===== config.mk =====
export PLATFORM = sky130hd
export DESIGN_NAME = pc_fetch_unit_flat
export DESIGN_NICKNAME = d
export VERILOG_FILES = /design/src/rtl/pc_fetch_if.sv /design/src/rtl/pc_fetch_unit.sv /design/src/flat_wrapper.sv
export SDC_FILE = /design/constraint.sdc
export NUM_CORES = 1
export LEC_CHECK = 0
export BUFFER_PORTS_ARGS = -buffer_cell sky130_fd_sc_hd__buf_2
export CORE_MARGIN = 3
export CORE_UTILIZATION = 25
export CTS_CLUSTER_SIZE = 16
export DETAILED_ROUTE_END_ITERATION = 8
export PLACE_DENSITY_LB_ADDON = 0.2
export REMOVE_ABC_BUFFERS = 1
export SKIP_LAST_GASP = 1
export SYNTH_ARGS = -nofsm -noshare
export SYNTH_HDL_FRONTEND = slang
export SYNTH_SLANG_ARGS = --single-unit

===== constraint.sdc =====
create_clock -name clk -period 5.6 [get_ports clk]
set_input_delay 0.56 -clock clk [delete_from_list [all_inputs] [get_ports clk]]
set_output_delay 0.56 -clock clk [all_outputs]
set_load 0.05 [all_outputs]

===== src/rtl/pc_fetch_if.sv =====
// rtl/pc_fetch_if.sv - fetch unit bus: redirect, stall, imem request/response, instruction output
interface pc_fetch_if;
  logic [31:0] i_b_pc;
  logic        i_b_taken;
  logic        i_stall;
  logic [31:0] o_imem_addr;
  logic        o_imem_req;
  logic        i_imem_ack;
  logic [31:0] i_imem_data;
  logic        o_valid;
  logic [31:0] o_instr;
  logic [31:0] o_pc;
  logic        o_misalign;

  modport master (
    input  i_b_pc, i_b_taken, i_stall, i_imem_ack, i_imem_data,
    output o_imem_addr, o_imem_req, o_valid, o_instr, o_pc, o_misalign
  );

  modport slave (
    output i_b_pc, i_b_taken, i_stall, i_imem_ack, i_imem_data,
    input  o_imem_addr, o_imem_req, o_valid, o_instr, o_pc, o_misalign
  );
endinterface


===== src/rtl/pc_fetch_unit.sv =====
// rtl/pc_fetch_unit.sv - PC fetch unit with 2-entry in-order instruction buffer
module pc_fetch_unit #(
  parameter logic [31:0] RESET_PC = 32'h0000_0000,
  parameter int unsigned INC      = 4
) (
  input logic         clk,
  input logic         rst,
  pc_fetch_if.master  bus
);
  localparam logic [1:0] S_IDLE  = 2'd0;
  localparam logic [1:0] S_FETCH = 2'd1;
  localparam logic [1:0] S_HALT  = 2'd2;
  localparam logic [31:0] INC_W  = 32'(INC);

  logic [1:0]  r_state;
  logic [31:0] r_fpc;
  logic [1:0]  r_cnt;
  logic [31:0] r_pc0, r_ins0, r_pc1, r_ins1;
  logic        r_misalign;

  logic w_fetching, w_redir, w_req, w_push, w_pop, w_valid;

  assign w_fetching = (r_state == S_FETCH);
  assign w_redir    = w_fetching && bus.i_b_taken;
  assign w_req      = w_fetching && (r_cnt != 2'd2) && !bus.i_b_taken;
  assign w_push     = w_req && bus.i_imem_ack;
  assign w_valid    = (r_cnt != 2'd0);
  assign w_pop      = w_valid && !bus.i_stall;

  always_ff @(posedge clk or posedge rst) begin
    if (rst) begin
      r_state    <= S_IDLE;
      r_fpc      <= RESET_PC;
      r_cnt      <= 2'd0;
      r_pc0      <= 32'd0;
      r_ins0     <= 32'd0;
      r_pc1      <= 32'd0;
      r_ins1     <= 32'd0;
      r_misalign <= 1'b0;
    end else begin
      case (r_state)
        S_IDLE: r_state <= S_FETCH;
        S_FETCH: begin
          if (w_redir) begin
            r_cnt <= 2'd0;
            if (bus.i_b_pc[1:0] != 2'b00) begin
              r_misalign <= 1'b1;
              r_state    <= S_HALT;
            end else begin
              r_fpc <= bus.i_b_pc;
            end
          end else begin
            if (w_push) r_fpc <= r_fpc + INC_W;
            case ({w_push, w_pop})
              2'b01: begin
                r_pc0  <= r_pc1;
                r_ins0 <= r_ins1;
                r_cnt  <= r_cnt - 2'd1;
              end
              2'b10: begin
                if (r_cnt == 2'd0) begin
                  r_pc0  <= r_fpc;
                  r_ins0 <= bus.i_imem_data;
                end else begin
                  r_pc1  <= r_fpc;
                  r_ins1 <= bus.i_imem_data;
                end
                r_cnt <= r_cnt + 2'd1;
              end
              // push needs count<2 and pop needs count>0, so count is 1 here
              2'b11: begin
                r_pc0  <= r_fpc;
                r_ins0 <= bus.i_imem_data;
              end
              default: ;
            endcase
          end
        end
        default: ;
      endcase
    end
  end

  assign bus.o_imem_addr = r_fpc;
  assign bus.o_imem_req  = w_req;
  assign bus.o_valid     = w_valid;
  assign bus.o_pc        = w_valid ? r_pc0 : 32'd0;
  assign bus.o_instr     = w_valid ? r_ins0 : 32'd0;
  assign bus.o_misalign  = r_misalign;
endmodule

===== src/flat_wrapper.sv =====
// flat-port wrapper written by rule: the top's interface ports become plain ports
module pc_fetch_unit_flat 
#(
  parameter logic [31:0] RESET_PC = 32'h0000_0000,
  parameter int unsigned INC      = 4
)
  (clk, rst, bus_i_b_pc, bus_i_b_taken, bus_i_stall, bus_i_imem_ack, bus_i_imem_data, bus_o_imem_addr, bus_o_imem_req, bus_o_valid, bus_o_instr, bus_o_pc, bus_o_misalign);
  pc_fetch_if bus_i ();
  input logic clk;
  input logic rst;
  input wire logic [$bits(bus_i.i_b_pc)-1:0] bus_i_b_pc;
  input wire logic [$bits(bus_i.i_b_taken)-1:0] bus_i_b_taken;
  input wire logic [$bits(bus_i.i_stall)-1:0] bus_i_stall;
  input wire logic [$bits(bus_i.i_imem_ack)-1:0] bus_i_imem_ack;
  input wire logic [$bits(bus_i.i_imem_data)-1:0] bus_i_imem_data;
  output wire logic [$bits(bus_i.o_imem_addr)-1:0] bus_o_imem_addr;
  output wire logic [$bits(bus_i.o_imem_req)-1:0] bus_o_imem_req;
  output wire logic [$bits(bus_i.o_valid)-1:0] bus_o_valid;
  output wire logic [$bits(bus_i.o_instr)-1:0] bus_o_instr;
  output wire logic [$bits(bus_i.o_pc)-1:0] bus_o_pc;
  output wire logic [$bits(bus_i.o_misalign)-1:0] bus_o_misalign;
  assign bus_i.i_b_pc = bus_i_b_pc;
  assign bus_i.i_b_taken = bus_i_b_taken;
  assign bus_i.i_stall = bus_i_stall;
  assign bus_i.i_imem_ack = bus_i_imem_ack;
  assign bus_i.i_imem_data = bus_i_imem_data;
  assign bus_o_imem_addr = bus_i.o_imem_addr;
  assign bus_o_imem_req = bus_i.o_imem_req;
  assign bus_o_valid = bus_i.o_valid;
  assign bus_o_instr = bus_i.o_instr;
  assign bus_o_pc = bus_i.o_pc;
  assign bus_o_misalign = bus_i.o_misalign;
  pc_fetch_unit #(.RESET_PC(RESET_PC), .INC(INC)) u_core (.clk(clk), .rst(rst), .bus(bus_i));
endmodule

---- Word-level counts from Yosys, hierarchy flattened ----
Index checks and enable logic that the tools add are counted.
storage, ports and cells
  register bits ........................... 165
  bits of input ports ..................... 69
operators by class
  add/subtract/negate cells ............... 3
  equal/unequal tests ..................... 9
  muxes and demuxes ....................... 14
  bitwise operators ....................... 2
  reductions and logical operators ........ 21
operators with widths
  kind                   number
  $mux 32                7
  $pmux 32 s3            2
  $add 32x3->32 const B  1
  $reduce_and 3->1       3
  $ne 2x2->1 const B     4
  $pmux 2 s2             2
  $reduce_and 4->1       2
  $reduce_bool 2->1      4
  $mux 2                 3
  $reduce_bool 3->1      2
  $logic_and 1x1->1      5
  $eq 2x1->1 const B     2
  $eq 2x2->1 const B     2
  $logic_not 2->1        2
  $add 2x1->2 const B    1
  $logic_not 1->1        2
  $ne 2x1->1 const B     1
  $not 1->1              2
  $reduce_and 2->1       1
  $sub 2x1->2 const B    1

---- Longest topological paths before layout ----
Gate-level depths: netlist of run 1.
  word-level depth ........................ 7
  mapped depth ............................ 11
  mapped depth without buffers ............ 8

---- Least setup slack after synthesis of run 1 ----
No wires, ideal clock.
  kind .................................... flip-flop to flip-flop
  from .................................... register u_core.r_fpc[7] (netlist: u_core.bus.o_imem_addr[7])
  to ...................................... register u_core.r_fpc[30] (netlist: u_core.bus.o_imem_addr[30])
  setup time .............................. 0.129 ns
  arrival time ............................ 2.431 ns
  data required time ...................... 5.471 ns
  setup slack ............................. 3.041 ns
  stages on the path, launching flop included .. 8
  buffers on the path ..................... 2
  period minus slack after synthesis ...... 2.559 ns
  cell sequence ........................... dfrtp_1 buf_2 nand4_2 or4_1 buf_2 or4_4 nor4_1 nor3b_1
between the ends
  word-level cells in the longest chain between the ends .. 3
RTL lines
  element                   line                 text
  start: declaration        pc_fetch_unit.sv:16  logic [31:0] r_fpc;
  start signal: assignment  pc_fetch_unit.sv:50  r_fpc <= bus.i_b_pc;
  start signal: assignment  pc_fetch_unit.sv:53  if (w_push) r_fpc <= r_fpc + INC_W;
  $add 32x3->32             pc_fetch_unit.sv:53
  $mux 32                   pc_fetch_unit.sv:53
  $mux 32                   pc_fetch_unit.sv:44  if (w_redir) begin
Every way passes these cells. The select of a mux whose other input is x is not followed.
A chain may end at the register's enable or synchronous reset.

---- Final worst setup path of run 1 ----
  from .................................... register u_core.r_state[1]
  to ...................................... register u_core.r_pc0[13]
between the ends
  word-level cells in the longest chain between the ends .. 7
RTL lines
  element                                                           line                                      text
  start: declaration                                                pc_fetch_unit.sv:15                       logic [1:0] r_state;
  start signal: assignment                                          pc_fetch_unit.sv:32                       r_state <= S_IDLE;
  start signal: assignment                                          pc_fetch_unit.sv:42                       S_IDLE: r_state <= S_FETCH;
  start signal: assignment                                          pc_fetch_unit.sv:48                       r_state <= S_HALT;
  $eq 2x1->1 *                                                      pc_fetch_unit.sv:23, pc_fetch_unit.sv:41
  $logic_and 1x1->1 (2 in a row)                                    pc_fetch_unit.sv:25                       assign w_req = w_fetching && (r_cnt != 2'd2) && !bus.i_b_taken;
  $logic_and 1x1->1                                                 pc_fetch_unit.sv:26                       assign w_push = w_req && bus.i_imem_ack;
  $eq 2x2->1 / $eq 2x1->1 (equally long branches)                   pc_fetch_unit.sv:54                       case ({w_push, w_pop})
  $ne 2x1->1 (no line) / $reduce_bool 3->1 (equally long branches)  --
  $reduce_and 4->1 (no line)                                        --
  end signal: assignment                                            pc_fetch_unit.sv:56                       r_pc0 <= r_pc1;
  end signal: assignment                                            pc_fetch_unit.sv:62                       r_pc0 <= r_fpc;
  end signal: assignment                                            pc_fetch_unit.sv:72                       r_pc0 <= r_fpc;
  end: declaration                                                  pc_fetch_unit.sv:18                       logic [31:0] r_pc0, r_ins0, r_pc1, r_ins1;
Every way passes the cells marked *; elsewhere a longest branch is shown, timed or not.

==> impl_metrics.toml, run 1 <==
[sta]
setup_violations = 0
max_slew_margin = 0.310
worstMarginPinSlew_ns = 1.04
rsz0062_at_grt = "false"
hold_viol = 0
slew_viol_final = 0
fin_crit_ns = 3.18
min_period_over_period = 0.568
fmax_mhz = 314
skew_ns = 0.0134

[route]
routedWlPerCell_um = 17.8
viasPerCell = 4.65
drc_errors = 0
antenna_left = 0
first_pass_iters = 5
vias = 6138
wirelength_um = 23500
drt_iter0_drc = 324

[placement]
placed_area_um2 = 9250
port_buffers = 167
place_congestion = 0.747
placedCellCount = 1288
dp_hpwl_um = 15700

[power_and_ir_drop]
powerDensity_nw_per_um2 = 532
power_mw = 5.25
peakVddDrop_v = 0.000248
p_leak_nw = 5.08

[yosys]
yosys_warnings = 0
synthDistinctLibCells = 44
synth-edff-count = 0
synth_ff_type = "dfrtp_1"
synthArstFlopShare = 1.00
synth_area_um2 = 8000
ys_seq_elements = 165
synth_seq_area_share = 0.516
syn_avg_cell_area_um2 = 10.4
postSynthCellCount = 767

[floorplanning]
pin_count = 168
die_w_um = 185
row_count = 64
core_um2 = 31100
initial_utilization = 0.257
die_h_um = 185
die_area_um2 = 34200

[global_route]
antenna_found_initial = 2
grt-ovfl-total = 0
grt_max_degree = 73
grt_first_pass_wirelength_um = 36000
grt_usage = 0.137
grt_pass1_vias = 5996

[clock_network]
root_buffer = "clkbuf_16"
numCtsBuffers = 17
cts_max_level = 4
cts_tree = "done"
clk_latency_ns = 0.43
ctsHoldBuffers = 0
clk_path_buf_depth = 2
clkSinkCount = 165
clkTransAtPathRegs_ns = 0.07
post_cts_resized = 0
cts_setup_buffers = 0

[setup_path]
critPathLaunch = "u_core.r_state[1]$_DFFE_PP0P_"
critical_path_required_ns = 5.95
worstPathArrival_ns = 3.54
r2r-start = "u_core.r_state[1]$_DFFE_PP0P_"
rrSetupSlack_ns = 2.42
startpoint_type = "flip-flop"
rr_worst_depth = 9
crit_path_end_kind = "flip-flop"
path_class = "flip-flop to flip-flop"
reg2reg_to = "u_core.r_pc0[13]$_DFFE_PP0P_"
cp_max_fo = 34
critPathCapture = "u_core.r_pc0[13]$_DFFE_PP0P_"

[hold_path]
worstHoldPathType = "primary input to async pin"

[final_layout]
post-route-cell-area_um2 = 9850
synthToLayoutAreaGrowth_pct = 23.2
num_antenna_cells = 0
final_cell_count_no_fill = 1320
drive_gt1_frac = 0.315
nNetsFinal = 985
final_util = 0.317

[run_status]
status = "complete, no violations"

[job]
cap_violations = 0
## how the worst min path moves through the flow
stage                                        endpoint  slack [ns]  cells after the start
global placement    u_core.bus.o_misalign$_DFFE_PP0P_        0.46                      1
finish                  u_core.r_ins1[11]$_DFFE_PP0P_        0.25                      2
detailed placement  u_core.bus.o_misalign$_DFFE_PP0P_        0.47                      1
floorplan               u_core.r_state[0]$_DFFE_PP0P_        0.45                      1
CTS                     u_core.r_ins0[11]$_DFFE_PP0P_        0.28                      2
global route            u_core.r_ins1[11]$_DFFE_PP0P_        0.30                      2
## report_power, final
part           switching (mW)  internal [mW]
sequential              0.322           1.55
clock                   0.553          0.686
combinational            1.57          0.568
## state kept, by name, indices dropped and copies added (netlist names)
register                flops
u_core.r_pc1               32
u_core.bus.o_misalign       1
u_core.bus.o_imem_addr     32
u_core.r_pc0               32
u_core.r_ins1              32
u_core.r_ins0              32
u_core.r_state              2
u_core.r_cnt                2
## critical path: stages, from the launching register on
cell      delay, ns
dfrtp_1        0.41
nor2b_1        0.24
nand2b_1       0.29
nor2_1         0.40
inv_1          0.09
ha_1           0.22
a211oi_4       0.77
buf_4          0.46
nor2_1         0.08
a21oi_1        0.13
## routing by layer
| layer | vias to the layer above | wire length [um] | part of all wire | GRT usage |
|---|---|---|---|---|
| met5 | - | 22 | 0.00094 | 0 |
| met4 | 4 | 175 | 0.0075 | 0.0300 |
| met3 | 14 | 1400 | 0.060 | 0.0353 |
| met2 | 182 | 10700 | 0.45 | 0.215 |
| met1 | 2953 | 11200 | 0.48 | 0.190 |
| li1 | 2985 | - | - | - |
## cell type report
cell class / count / area [um^2]
Clock buffer: 18 / 439
Clock inverter: 14 / 164
Fill cell: 3272 / 21200
Inverter: 6 / 27.5
Multi-Input combinational cell: 541 / 3660
Sequential cell: 165 / 4130
Tap cell: 396 / 495
Timing Repair Buffer: 180 / 933
## metrics by stage
step                      worst slack, ns  setup TNS (ns)  hold slack [ns]
after global placement               2.28               0            0.455
final                                2.42               0            0.249
after detailed placement             2.20               0            0.470
after floorplan                     -3.63         -325.42            0.447
after CTS                            2.35               0            0.276
after global routing                 2.01               0            0.302
## cell usage after synthesis, types with 2 or more instances
| cell | n | share of area |
|---|---|---|
| dfrtp_1 | 165 | 0.52 |
| a21oi_1 | 96 | 0.060 |
| nor2_1 | 85 | 0.040 |
| and2_1 | 70 | 0.055 |
| mux2i_1 | 67 | 0.084 |
| mux2_2 | 64 | 0.090 |
| clkbuf_1 | 45 | 0.021 |
| nand2_1 | 27 | 0.013 |
| o21ai_0 | 23 | 0.014 |
| nand3_1 | 15 | 0.0094 |
| o22ai_1 | 11 | 0.0086 |
| buf_2 | 10 | 0.0063 |
| nor3_1 | 9 | 0.0056 |
| a2bb2oi_1 | 7 | 0.0077 |
| and3_1 | 6 | 0.0047 |
| inv_1 | 6 | 0.0028 |
| ha_1 | 5 | 0.0078 |
| nand2b_1 | 5 | 0.0039 |
| nand4_1 | 5 | 0.0039 |
| a211oi_1 | 4 | 0.0038 |
| and4_1 | 4 | 0.0044 |
| a31oi_1 | 3 | 0.0023 |
| nor2b_1 | 3 | 0.0023 |
| nor3b_1 | 3 | 0.0028 |
| nor4_1 | 3 | 0.0023 |
| o22a_1 | 3 | 0.0033 |
| o31ai_1 | 3 | 0.0028 |
| or2_2 | 3 | 0.0023 |
| a32oi_1 | 2 | 0.0022 |
## kinds of logic (layout without fill, tap and decap cells)
logic type | Yosys count | in the layout | share of synthesized area
AO/OA/AOI/OAI | 158 | 158 | 0.112
XOR/XNOR | 1 | 1 | 0.00110
adder cells (fa/ha/maj) | 5 | 5 | 0.00782
buffers and inverters | 61 | 218 | 0.0302
flip-flops | 165 | 165 | 0.516
multiplexers | 131 | 131 | 0.174
AND/OR/NAND/NOR | 246 | 246 | 0.159
## layout by cell type, fill, tap and decap left out, drive strengths merged, types with 18 or more instances in the layout
cell / Yosys / layout
buf: 10 / 180
mux2: 64 / 64
and2: 70 / 70
nor2: 85 / 85
clkbuf: 45 / 18
dfrtp: 165 / 165
o21ai: 23 / 23
mux2i: 67 / 67
a21oi: 96 / 96
nand2: 27 / 27
(Power assumes the default switching activity.)
==> run 2, diff against run 1 <==
==> constraint.sdc (replaced) <==
create_clock -name clk -period 2.7 [get_ports clk]
set_input_delay 0.27 -clock clk [delete_from_list [all_inputs] [get_ports clk]]
set_output_delay 0.27 -clock clk [all_outputs]
set_load 0.05 [all_outputs]
==> impl_metrics.toml, run 2 (synthesized netlist as in run 1, its figures left out) <==
[floorplanning]
row_count = 64
initial_utilization = 0.257
die_h_um = 185
core_um2 = 31100
die_w_um = 185
die_area_um2 = 34200
pin_count = 168

[clock_network]
clkTransAtPathRegs_ns = 0.07
cts_max_level = 4
clk_path_buf_depth = 2
clk_latency_ns = 0.43
numCtsBuffers = 17
root_buffer = "clkbuf_16"
cts_tree = "done"
clkSinkCount = 165

[sta]
fin_crit_ns = 2.35
max_slew_margin = 0.420
worstMarginPinSlew_ns = 0.870
skew_ns = 0.0121
min_period_over_period = 0.870
slew_viol_final = 0
tns_ns = 0
fmax_mhz = 426
hold_viol = 0
setup_violations = 0
rsz0062_at_grt = "false"
final.setup.worst_slack_ns = 0.352

[final_layout]
synthToLayoutAreaGrowth_pct = 25.7
final_cell_mix = "buf_2, dfrtp_1, a21oi_1"
drive_gt1_frac = 0.321
nNetsFinal = 998
final_common_cell = "buf_2"

[setup_path]
critical_path_buf_inv_count = 0
slowest_stage = "or4_1"
path_cells = "nand4_2 > or4_1 > or4_4 > nor4_1 > nor3b_1"
cpPeakStageDelay_ns = 0.66
startpoint_type = "flip-flop"
worstPathArrival_ns = 2.65
crit_path_end_kind = "flip-flop"
path_class = "flip-flop to flip-flop"
cp_max_fo = 8
cp_top_family = "simple AND/OR/NAND/NOR gates"
critical_path_required_ns = 3.00

[global_route]
grt_max_degree = 77
antenna_found_initial = 2
grt_usage = 0.136
grt_first_pass_wirelength_um = 36100
grt_pass1_vias = 6083
grt-ovfl-total = 0

[route]
viasPerCell = 4.63
routedWlPerCell_um = 17.3
wirelength_um = 23100
drc_errors = 0
antenna_left = 0
drt_iter0_drc = 285
first_pass_iters = 6
vias = 6182

[placement]
port_buffers = 167
pre_cts_ws_ns = 0.374
dp_hpwl_um = 15800
place_congestion = 0.745

[power_and_ir_drop]
p_leak_nw = 5.17
power_frac_clock = 0.233
p_sw_mw = 4.94
peakVddDrop_v = 0.000569
switching_share = 0.456
power_mw = 10.8
intPower_mw = 5.90
powerDensity_nw_per_um2 = 1080
combinationalPowerShare = 0.415
seq_power_share = 0.353

[hold_path]
worstHoldPathType = "primary input to flip-flop"

[job]
cap_violations = 0

[run_status]
status = "complete, no violations"
-- run 2: cell types whose count changed in the layout (fill, tap and decap cells not counted), sizes merged, moves of 2 or more --
| cell | before | now |
|---|---|---|
| buf | 180 | 192 |
| clkinv | 3 | 5 |
| inv | 14 | 7 |
| clkbuf | 18 | 22 |
-- run 2: power groups by stage --
stage / clock, mW / sequential [mW] / combinational, mW
2_1_floorplan: 0 / 4.37 / 2.73
3_5_place_dp: 0 / 3.89 / 4.56
4_1_cts: 2.62 / 3.84 / 4.57
3_3_place_gp: 0 / 3.85 / 4.56
6_report: 2.52 / 3.83 / 4.49
5_1_grt: 2.72 / 3.96 / 4.89
-- run 2: final timing paths --
check	from	end	slack, ns	cells after the start
min reg2reg	u_core.bus.o_misalign$_DFFE_PP0P_	u_core.bus.o_misalign$_DFFE_PP0P_	0.47	1
max	u_core.bus.o_imem_addr[8]$_DFFE_PP0P_	u_core.bus.o_imem_addr[30]$_DFFE_PP0P_	0.35	5
max in group asynchronous	rst	u_core.r_ins0[1]$_DFFE_PP0P_	1.41	4
max reg2reg	u_core.bus.o_imem_addr[8]$_DFFE_PP0P_	u_core.bus.o_imem_addr[30]$_DFFE_PP0P_	0.35	5
min in group asynchronous	rst	u_core.r_ins1[3]$_DFFE_PP0P_	0.50	3
min	bus_i_imem_data[21]	u_core.r_ins1[21]$_DFFE_PP0P_	0.09	2
-- run 2: routing by layer --
metal / vias to the layer above / share of wire / GRT usage
met2: 146 / 0.46 / 0.215
met1: 2997 / 0.48 / 0.189
li1: 3021 / - / -
met5: - / 0.0015 / 0
met4: 4 / 0.0058 / 0.0261
met3: 14 / 0.054 / 0.0365
-- run 2: area by class of cell --
type / count / area, um^2
Antenna cell: 1 / 2.50
Sequential cell: 165 / 4130
Fill cell: 3285 / 21000
Inverter: 6 / 27.5
Multi-Input combinational cell: 541 / 3660
Clock buffer: 22 / 474
Timing Repair Buffer: 193 / 1140
Clock inverter: 10 / 123
Tap cell: 396 / 495
-- run 2: repair_timing --
action	CTS	global route
endpoints found under the hold margin	60	0
hold buffers	1	0
setup endpoints to repair	0	1
buffers inserted	0	0
gates resized for setup	0	1
-- run 2: per-stage QoR --
step | util | cell area [um^2] | cells | hold slack [ns]
after floorplan | - | 7780 | 712 | 0.420
after global placement | 0.304 | 9440 | 1300 | 0.426
after detailed placement | 0.304 | 9440 | 1300 | 0.427
after CTS | 0.323 | 10000 | 1333 | 0.0675
after global routing | 0.323 | 10100 | 1333 | 0.0726
final | 0.324 | 10100 | 1334 | 0.0896
-- run 2: worst register-to-register path, delay by kind of cell, from the launching register on --
kind / cells / cell delay (ns)
simple gates: 5 / 1.75
flops: 1 / 0.48
